### config.mk
export PLATFORM = sky130hd
export DESIGN_NAME = sram_access_arbiter
export DESIGN_NICKNAME = d
export VERILOG_FILES = /design/src/rtl/sram_arb_pkg.sv /design/src/rtl/sram_arb_read_pipe.sv /design/src/rtl/sram_access_arbiter.sv
export SDC_FILE = /design/constraint.sdc
export NUM_CORES = 1
export LEC_CHECK = 0
export BUFFER_PORTS_ARGS = -buffer_cell sky130_fd_sc_hd__buf_2
export CAP_MARGIN = 30
export CORE_MARGIN = 5
export CORE_UTILIZATION = 30
export CTS_CLUSTER_SIZE = 28
export DETAILED_ROUTE_END_ITERATION = 12
export GPL_TIMING_DRIVEN = 0
export PLACE_DENSITY = 0.75
export REMOVE_ABC_BUFFERS = 1
export SYNTH_ARGS = -nofsm -noshare
export SYNTH_HDL_FRONTEND = slang
export SYNTH_SLANG_ARGS = --single-unit
export TNS_END_PERCENT = 20
### constraint.sdc
create_clock -name CLOCK_50_I -period 3.9 [get_ports CLOCK_50_I]
set_input_delay 0.585 -clock CLOCK_50_I [delete_from_list [all_inputs] [get_ports CLOCK_50_I]]
set_output_delay 0.585 -clock CLOCK_50_I [all_outputs]
set_load 0.01 [all_outputs]
### src/rtl/sram_arb_pkg.sv
// Shared types and constants for the SRAM access arbiter and its requesters.
package sram_arb_pkg;

   typedef enum logic {ARB_IDLE, ARB_OWNED} arb_state_type;

   localparam int REQ_UART = 0;
   localparam int REQ_M1   = 1;
   localparam int REQ_M2   = 2;
   localparam int REQ_VGA  = 3;

   localparam int SRAM_ADDR_W = 18;
   localparam int SRAM_DATA_W = 16;

endpackage

### src/rtl/sram_arb_read_pipe.sv
// Carries {valid, tag} for each issued SRAM access across the read latency
// and decodes the emerging tag into a one-hot read-valid pulse.
module sram_arb_read_pipe #(
   parameter int NUM_REQ      = 4,
   parameter int READ_LATENCY = 2,
   parameter int TAG_W        = 2
) (
   input  logic               CLOCK_50_I,
   input  logic               resetn,
   input  logic               push_valid,
   input  logic [TAG_W-1:0]   push_tag,
   output logic [NUM_REQ-1:0] rd_valid,
   output logic               busy
);

   logic [READ_LATENCY-1:0]            vld;
   logic [READ_LATENCY-1:0][TAG_W-1:0] tag;

   always_ff @(posedge CLOCK_50_I or negedge resetn) begin
      if (!resetn) begin
         vld <= '0;
         tag <= '0;
      end else begin
         vld[0] <= push_valid;
         tag[0] <= push_tag;
         for (int i = 1; i < READ_LATENCY; i++) begin
            vld[i] <= vld[i-1];
            tag[i] <= tag[i-1];
         end
      end
   end

   always_comb begin
      rd_valid = '0;
      if (vld[READ_LATENCY-1])
         rd_valid[tag[READ_LATENCY-1]] = 1'b1;
   end

   assign busy = |vld;

endmodule

### src/rtl/sram_access_arbiter.sv
// Fixed-priority, burst-locked arbiter sharing one SRAM_Controller port among
// up to four requesters; read data is routed back by tag READ_LATENCY cycles later.
module sram_access_arbiter
   import sram_arb_pkg::*;
#(
   parameter int NUM_REQ      = 4,
   parameter int READ_LATENCY = 2,
   parameter int MAX_BURST    = 0
) (
   input  logic                                   CLOCK_50_I,
   input  logic                                   resetn,
   input  logic [NUM_REQ-1:0]                     req_i,
   input  logic [NUM_REQ-1:0]                     req_we_n_i,
   input  logic [NUM_REQ-1:0][SRAM_ADDR_W-1:0]    req_address_i,
   input  logic [NUM_REQ-1:0][SRAM_DATA_W-1:0]    req_write_data_i,
   output logic [NUM_REQ-1:0]                     gnt_o,
   output logic [NUM_REQ-1:0]                     rd_valid_o,
   output logic [SRAM_DATA_W-1:0]                 rd_data_o,
   output logic [SRAM_ADDR_W-1:0]                 SRAM_address_o,
   output logic [SRAM_DATA_W-1:0]                 SRAM_write_data_o,
   output logic                                   SRAM_we_n_o,
   input  logic [SRAM_DATA_W-1:0]                 SRAM_read_data_i,
   output logic [1:0]                             owner_o,
   output logic                                   busy_o
);

   localparam int IDX_W = 2;
   localparam int CNT_W = (MAX_BURST < 2) ? 2 : $clog2(MAX_BURST + 1);

   arb_state_type      state, state_next;
   logic [NUM_REQ-1:0] gnt, gnt_next;
   logic [NUM_REQ-1:0] force_mask, mask_next;
   logic [NUM_REQ-1:0] cand;
   logic [IDX_W-1:0]   owner, owner_next;
   logic [CNT_W-1:0]   cnt, cnt_next;
   logic               issue;
   logic               limit_hit;
   logic               pipe_busy;

   assign limit_hit = (MAX_BURST != 0) && (cnt == CNT_W'(MAX_BURST));

   always_ff @(posedge CLOCK_50_I or negedge resetn) begin
      if (!resetn) begin
         state      <= ARB_IDLE;
         gnt        <= '0;
         force_mask <= '0;
         owner      <= '0;
         cnt        <= '0;
      end else begin
         state      <= state_next;
         gnt        <= gnt_next;
         force_mask <= mask_next;
         owner      <= owner_next;
         cnt        <= cnt_next;
      end
   end

   always_comb begin
      state_next = state;
      gnt_next   = gnt;
      mask_next  = force_mask;
      owner_next = owner;
      cnt_next   = cnt;
      issue      = 1'b0;
      cand       = req_i & ~force_mask;
      case (state)
         ARB_IDLE: begin
            // The mask from a forced release applies to exactly one arbitration.
            mask_next = '0;
            for (int i = NUM_REQ - 1; i >= 0; i--) begin
               if (cand[i]) begin
                  gnt_next   = NUM_REQ'(1) << i;
                  owner_next = IDX_W'(i);
               end
            end
            if (|cand) begin
               state_next = ARB_OWNED;
               cnt_next   = '0;
            end
         end
         ARB_OWNED: begin
            if (!(|(req_i & gnt))) begin
               gnt_next   = '0;
               state_next = ARB_IDLE;
            end else if (limit_hit && (|(req_i & ~gnt))) begin
               gnt_next   = '0;
               state_next = ARB_IDLE;
               mask_next  = gnt;
            end else begin
               issue = 1'b1;
               if (cnt != '1)
                  cnt_next = cnt + CNT_W'(1);
            end
         end
         default: state_next = ARB_IDLE;
      endcase
   end

   // Bus carries idle values whenever no access is issued, including drop/force cycles.
   assign SRAM_address_o    = issue ? req_address_i[owner]    : '0;
   assign SRAM_write_data_o = issue ? req_write_data_i[owner] : '0;
   assign SRAM_we_n_o       = issue ? req_we_n_i[owner]       : 1'b1;

   sram_arb_read_pipe #(
      .NUM_REQ      (NUM_REQ),
      .READ_LATENCY (READ_LATENCY),
      .TAG_W        (IDX_W)
   ) u_read_pipe (
      .CLOCK_50_I (CLOCK_50_I),
      .resetn     (resetn),
      .push_valid (issue && req_we_n_i[owner]),
      .push_tag   (owner),
      .rd_valid   (rd_valid_o),
      .busy       (pipe_busy)
   );

   assign rd_data_o = SRAM_read_data_i;
   assign gnt_o     = gnt;
   assign owner_o   = owner;
   assign busy_o    = (|gnt) || pipe_busy;

endmodule

# [Yosys cells after proc, flatten, opt, wreduce, memory -nomap -nowiden]
# Index checks and enable logic that the tools add are counted.
[op_classes] order_cmp=3 n_eq_ne=2 mux=27 bitwise_logic=4 n_reduce_logical=10
[op_table] operator="binary-select mux 18 bit (select 2 bit)" count=1
[op_table] operator="2-to-1 mux 18 bit" count=2
[op_table] operator="binary-select mux 16 bit (select 2 bit)" count=1
[op_table] operator="2-to-1 mux 16 bit" count=2
[op_table] operator="2-to-1 mux 4 bit" count=7
[op_table] operator="OR reduction 4 bit" count=3
[op_table] operator="AND 4 bit" count=2
[op_table] operator="2-to-1 mux 2 bit" count=4
[op_table] operator="case mux 4 bit (2 select lines)" count=1
[op_table] operator="< comparator 2 x 3 -> 1 bit (second input constant)" count=2
[op_table] operator="2-to-1 mux 1 bit" count=6
[op_table] operator="!= test 5 bit (second input constant)" count=1
[op_table] operator="inverter 4 bit" count=1
[op_table] operator="AND reduction 2 bit" count=2
[op_table] operator="nonzero test 4 bit" count=1
[op_table] operator="binary-select mux 1 bit (select 2 bit)" count=1
[op_table] operator="demux 1 bit (select 2 bit)" count=1
[op_table] operator="greater-or-equal comparator 2 x 1 -> 1 bit (second input constant)" count=1
[op_table] operator="logical AND 1 bit" count=2
[op_table] operator="!= test 2 bit (second input constant)" count=1
[op_table] operator="case mux 1 bit (2 select lines)" count=1
[op_table] operator="OR reduction 2 bit" count=1
[op_table] operator="logical OR 1 bit" count=1
[op_table] operator="inverter 1 bit" count=1
[word_totals] ff_bits=17 word_cells=53

# [Depth between registers and ports, before layout]
[logic_depth] depth_word=7 ltp_mapped=4 depth_no_buf=3

# [By module]
# A second synthesis with hierarchy kept.
[unflattened] hier_cells=150 area_unflattened_um2=1870.5
[modules_own_cells] mod="sram_access_arbiter" n_inst=1 cells_per_inst=139 area_each_um2=1676.6 seq_area_each_um2=175.2
[modules_own_cells] mod="sram_arb_read_pipe" n_inst=1 cells_per_inst=11 area_each_um2=193.9 seq_area_each_um2=150.1

# [Worst setup path after synthesis]
# OpenSTA, ideal clock, no wires.
[synth_timing] path_type="input to output" startpoint="input port req_i[2]" endpoint="output port SRAM_we_n_o" t_arrival_ns=1.427 required_time_ns=3.315 setup_slack_ns=1.888 path_stages=4 n_path_buf=1 cell_sequence="a22o_1 o21ai_4 clkbuf_2 or2_1"
[synth_between] elab_chain_cells=5
[synth_rtl] element="start, declared" line_no="sram_access_arbiter.sv:12" rtl="input logic [NUM_REQ-1:0] req_i,"
[synth_rtl] element="AND 4 bit" line_no="sram_access_arbiter.sv:82" rtl="if (!(|(req_i & gnt))) begin"
[synth_rtl] element="OR reduction 4 bit" line_no="sram_access_arbiter.sv:82"
[synth_rtl] element="2-to-1 mux 1 bit" line_no="sram_access_arbiter.sv:82"
[synth_rtl] element="2-to-1 mux 1 bit" line_no="sram_access_arbiter.sv:66" rtl="case (state)"
[synth_rtl] element="2-to-1 mux 1 bit" line_no="sram_access_arbiter.sv:102" rtl="assign SRAM_we_n_o = issue ? req_we_n_i[owner] : 1'b1;"
[synth_rtl] element="end, declared" line_no="sram_access_arbiter.sv:21" rtl="output logic SRAM_we_n_o,"
# Every way passes these cells.

# [Final worst setup path]
[layout_timing] startpoint="input port req_i[2]" endpoint="output port SRAM_write_data_o[15]"
[layout_between] elab_chain_cells=5
[layout_rtl] element="AND 4 bit" line_no="sram_access_arbiter.sv:82"
[layout_rtl] element="OR reduction 4 bit" line_no="sram_access_arbiter.sv:82"
[layout_rtl] element="2-to-1 mux 1 bit" line_no="sram_access_arbiter.sv:82"
[layout_rtl] element="2-to-1 mux 1 bit" line_no="sram_access_arbiter.sv:66"
[layout_rtl] element="2-to-1 mux 16 bit" line_no="sram_access_arbiter.sv:101" rtl="assign SRAM_write_data_o = issue ? req_write_data_i[owner] : '0;"
[layout_rtl] element="end, declared" line_no="sram_access_arbiter.sv:20" rtl="output logic [SRAM_DATA_W-1:0] SRAM_write_data_o,"
# Every way passes these cells.

==> results.toml <==
[logic_synthesis]
synthFlopType = "dfrtp_1"
seq_area_frac_synth = 0.179
post_synth.cell_area_avg_um2 = 12.2
synthArstFlopShare = 1.00
synthCells = 149
synth_area_um2 = 1820
synth_seq_cells = 13
synth_area_leaders = "mux4_2 37%, dfrtp_1 18%, nor2b_1 11%"
synth_commonest_cells = "31 x nor2b_1, 30 x mux4_2, 16 x buf_4"
synthMostInstantiatedCell = "nor2b_1"
yosysUniqueCellTypes = 29
synth_top_area_share = 0.372
synth-warning-count = 0
synth_edf_count = 0
synth_area_leader_cell = "mux4_2"

[timing]
fin_crit_sh = 0.706
period_minus_slack_ns = 2.75
grt_setup_unrepaired = "false"
fin_tns_setup_ns = 0
slew_viol_final = 0
setup_viol = 0
finalHoldViolCount = 0
max_freq_mhz = 363
slew_headroom = 0.372
final.setup_skew_ns = 0.000983
tightest_slew_ns = 0.939

[cts]
cts_root_buffer = "clkbuf_8"
numCtsBuffers = 3
insertion_delay_ns = 0.23
tritoncts = "done"
cts_resized = 0
h-tree-depth = 1
clockBufferDepth = 2
post_cts.repair.setup_buffers = 0
hold_buffers = 0
clk_pin_slew_ns = 0.05
clock-sinks = 13

[final_layout]
drive_gt1_frac = 0.726
antenna-diode-count = 0
final_core_util = 0.459
syn_to_final_growth_pct = 48.9
fin_nets = 480

[setup_path]
required_ns = 3.31
end_kind = "output port"
worst_path_most_repeated_cell = "buf_2"
critical_path_class = "in2out"
cpLargestDelayFamily = "compound AO/OA/AOI/OAI gates"
crit_chain = "buf_2 > a22o_1 > o21ai_4 > and2b_1 > buf_2"
start_kind = "input pin"
cpMaxStageDelayCell = "o21ai_4"
cp.arrival_ns = 2.17
path_buf_inv = 2
max_stage_delay_ns = 0.75
r2r_setup_slack_ns = 2.09
cp_max_fo = 36

[placement]
dpl.hpwl_mm = 6.12
io_buffers = 191
place.gp.congestion = 0.787

[grt]
grt_pass1_wl_mm = 10.3
antenna_found_initial = 1
grt_overflow = 0
grt_pass1_vias = 2084
grt.total_usage = 0.171
grt_max_degree = 39

[power]
p_leak_uw = 0.00140
power_frac_clock = 0.085
p_int_uw = 827
power_switching_uw = 520
power_density_nw_per_um2 = 499
total_power_uw = 1350
seqPwrFrac = 0.262
switching_share = 0.386
ir_drop_uv = 297
comb_power_share = 0.653

[floorplan]
row_count = 28
die_x_um = 87.8
core-area_um2 = 5890
die_h_um = 87.8
initial_utilization = 0.308
num_io_pins = 224
design.die.area_um2 = 7710

[drt]
vias_per_cell = 5.02
drc_errors = 0
route.detailed.wl_per_inst_um = 18.1
vias = 1966
ant_nets = 0
drt-initial-drc-count = 37
dr.pass1.iters = 4
routed_wl_mm = 7.10

[job]
drv_cap = 0

[outcome]
status = "complete, no violations"

[min_path]
hold_class = "in2async"
sequential cells by signal (all words and copies together) (netlist names):
name,count
gnt_o,4
u_read_pipe.tag,4
owner_o,2
u_read_pipe.vld,2
state,1
placed cells by master (no fill, tap or decap), drive strengths merged:
cell | Yosys | routed
nor4 | 3 | 3
a31oi | 1 | 1
o32ai | 2 | 2
nand2 | 6 | 6
mux4 | 35 | 35
nor2 | 6 | 6
buf | 24 | 192
o21ai | 3 | 3
dfrtp | 13 | 13
and2b | 3 | 3
nor3b | 1 | 1
clkbuf | 4 | 4
and3b | 1 | 1
o22ai | 1 | 1
a22o | 2 | 2
a21oi | 5 | 5
nor2b | 32 | 32
and3 | 1 | 1
o22a | 2 | 2
or2 | 2 | 2
inv | 2 | 2
worst register-to-register path: stages, from the launching register on:
cell and delay, ns:
dfrtp_2 0.72, buf_12 0.27, mux4_2 0.53, nor2b_1 0.14
path summary, 6_finish.rpt:
path,endpoint,startpoint,depth (start not counted)
min,gnt_o[1],resetn,1
max,SRAM_write_data_o[15],req_i[2],5
max reg2reg,u_read_pipe.vld[0],owner_o[0],3
min in group CLOCK_50_I,u_read_pipe.tag[3],u_read_pipe.tag[1],0
min reg2reg,u_read_pipe.tag[3],u_read_pipe.tag[1],0
max in group asynchronous,owner_o[0],resetn,1
power groups by stage:
stage / sequential (µW) / clock [µW] / combinational [µW]
floorplan: 361 / 0 / 580
global placement: 405 / 0 / 827
detailed placement: 361 / 0 / 893
CTS: 359 / 117 / 896
global route: 379 / 122 / 953
finish: 353 / 114 / 880
stage by stage:
step	area (µm²)	worst slack (ns)	instances	hold WS, ns
2_1_floorplan	1590	0.892	121	0.289
3_5_place_dp	2660	1.11	388	0.335
3_3_place_gp	2640	0.446	387	0.333
6_report	2700	1.15	392	0.225
5_1_grt	2700	1.01	392	0.244
4_1_cts	2700	1.11	392	0.229
logic make-up (layout without fill, tap and decap cells):
family | Yosys count | in the layout | share of synthesized area
buffers and inverters | 30 | 198 | 0.131
AND/OR/NAND/NOR | 55 | 55 | 0.181
AO/OA/AOI/OAI | 16 | 16 | 0.0641
flip-flops | 13 | 13 | 0.179
multiplexers | 35 | 35 | 0.445
routing by layer:
layer  global-route usage  share of wire
met1                0.192           0.32
met2                0.286           0.53
met5                    0         0.0015
met3               0.0969           0.14
met4               0.0335         0.0089
cell type report:
cell class	instances	area (µm²)
repair buffers	192	976
inverters	2	7.51
multi-input cells	106	1250
clock buffers	4	45.0
flip-flops and latches	13	328
fillers	586	3180
well taps	75	93.8
Note: power is estimated with default switching activity, not from simulation.
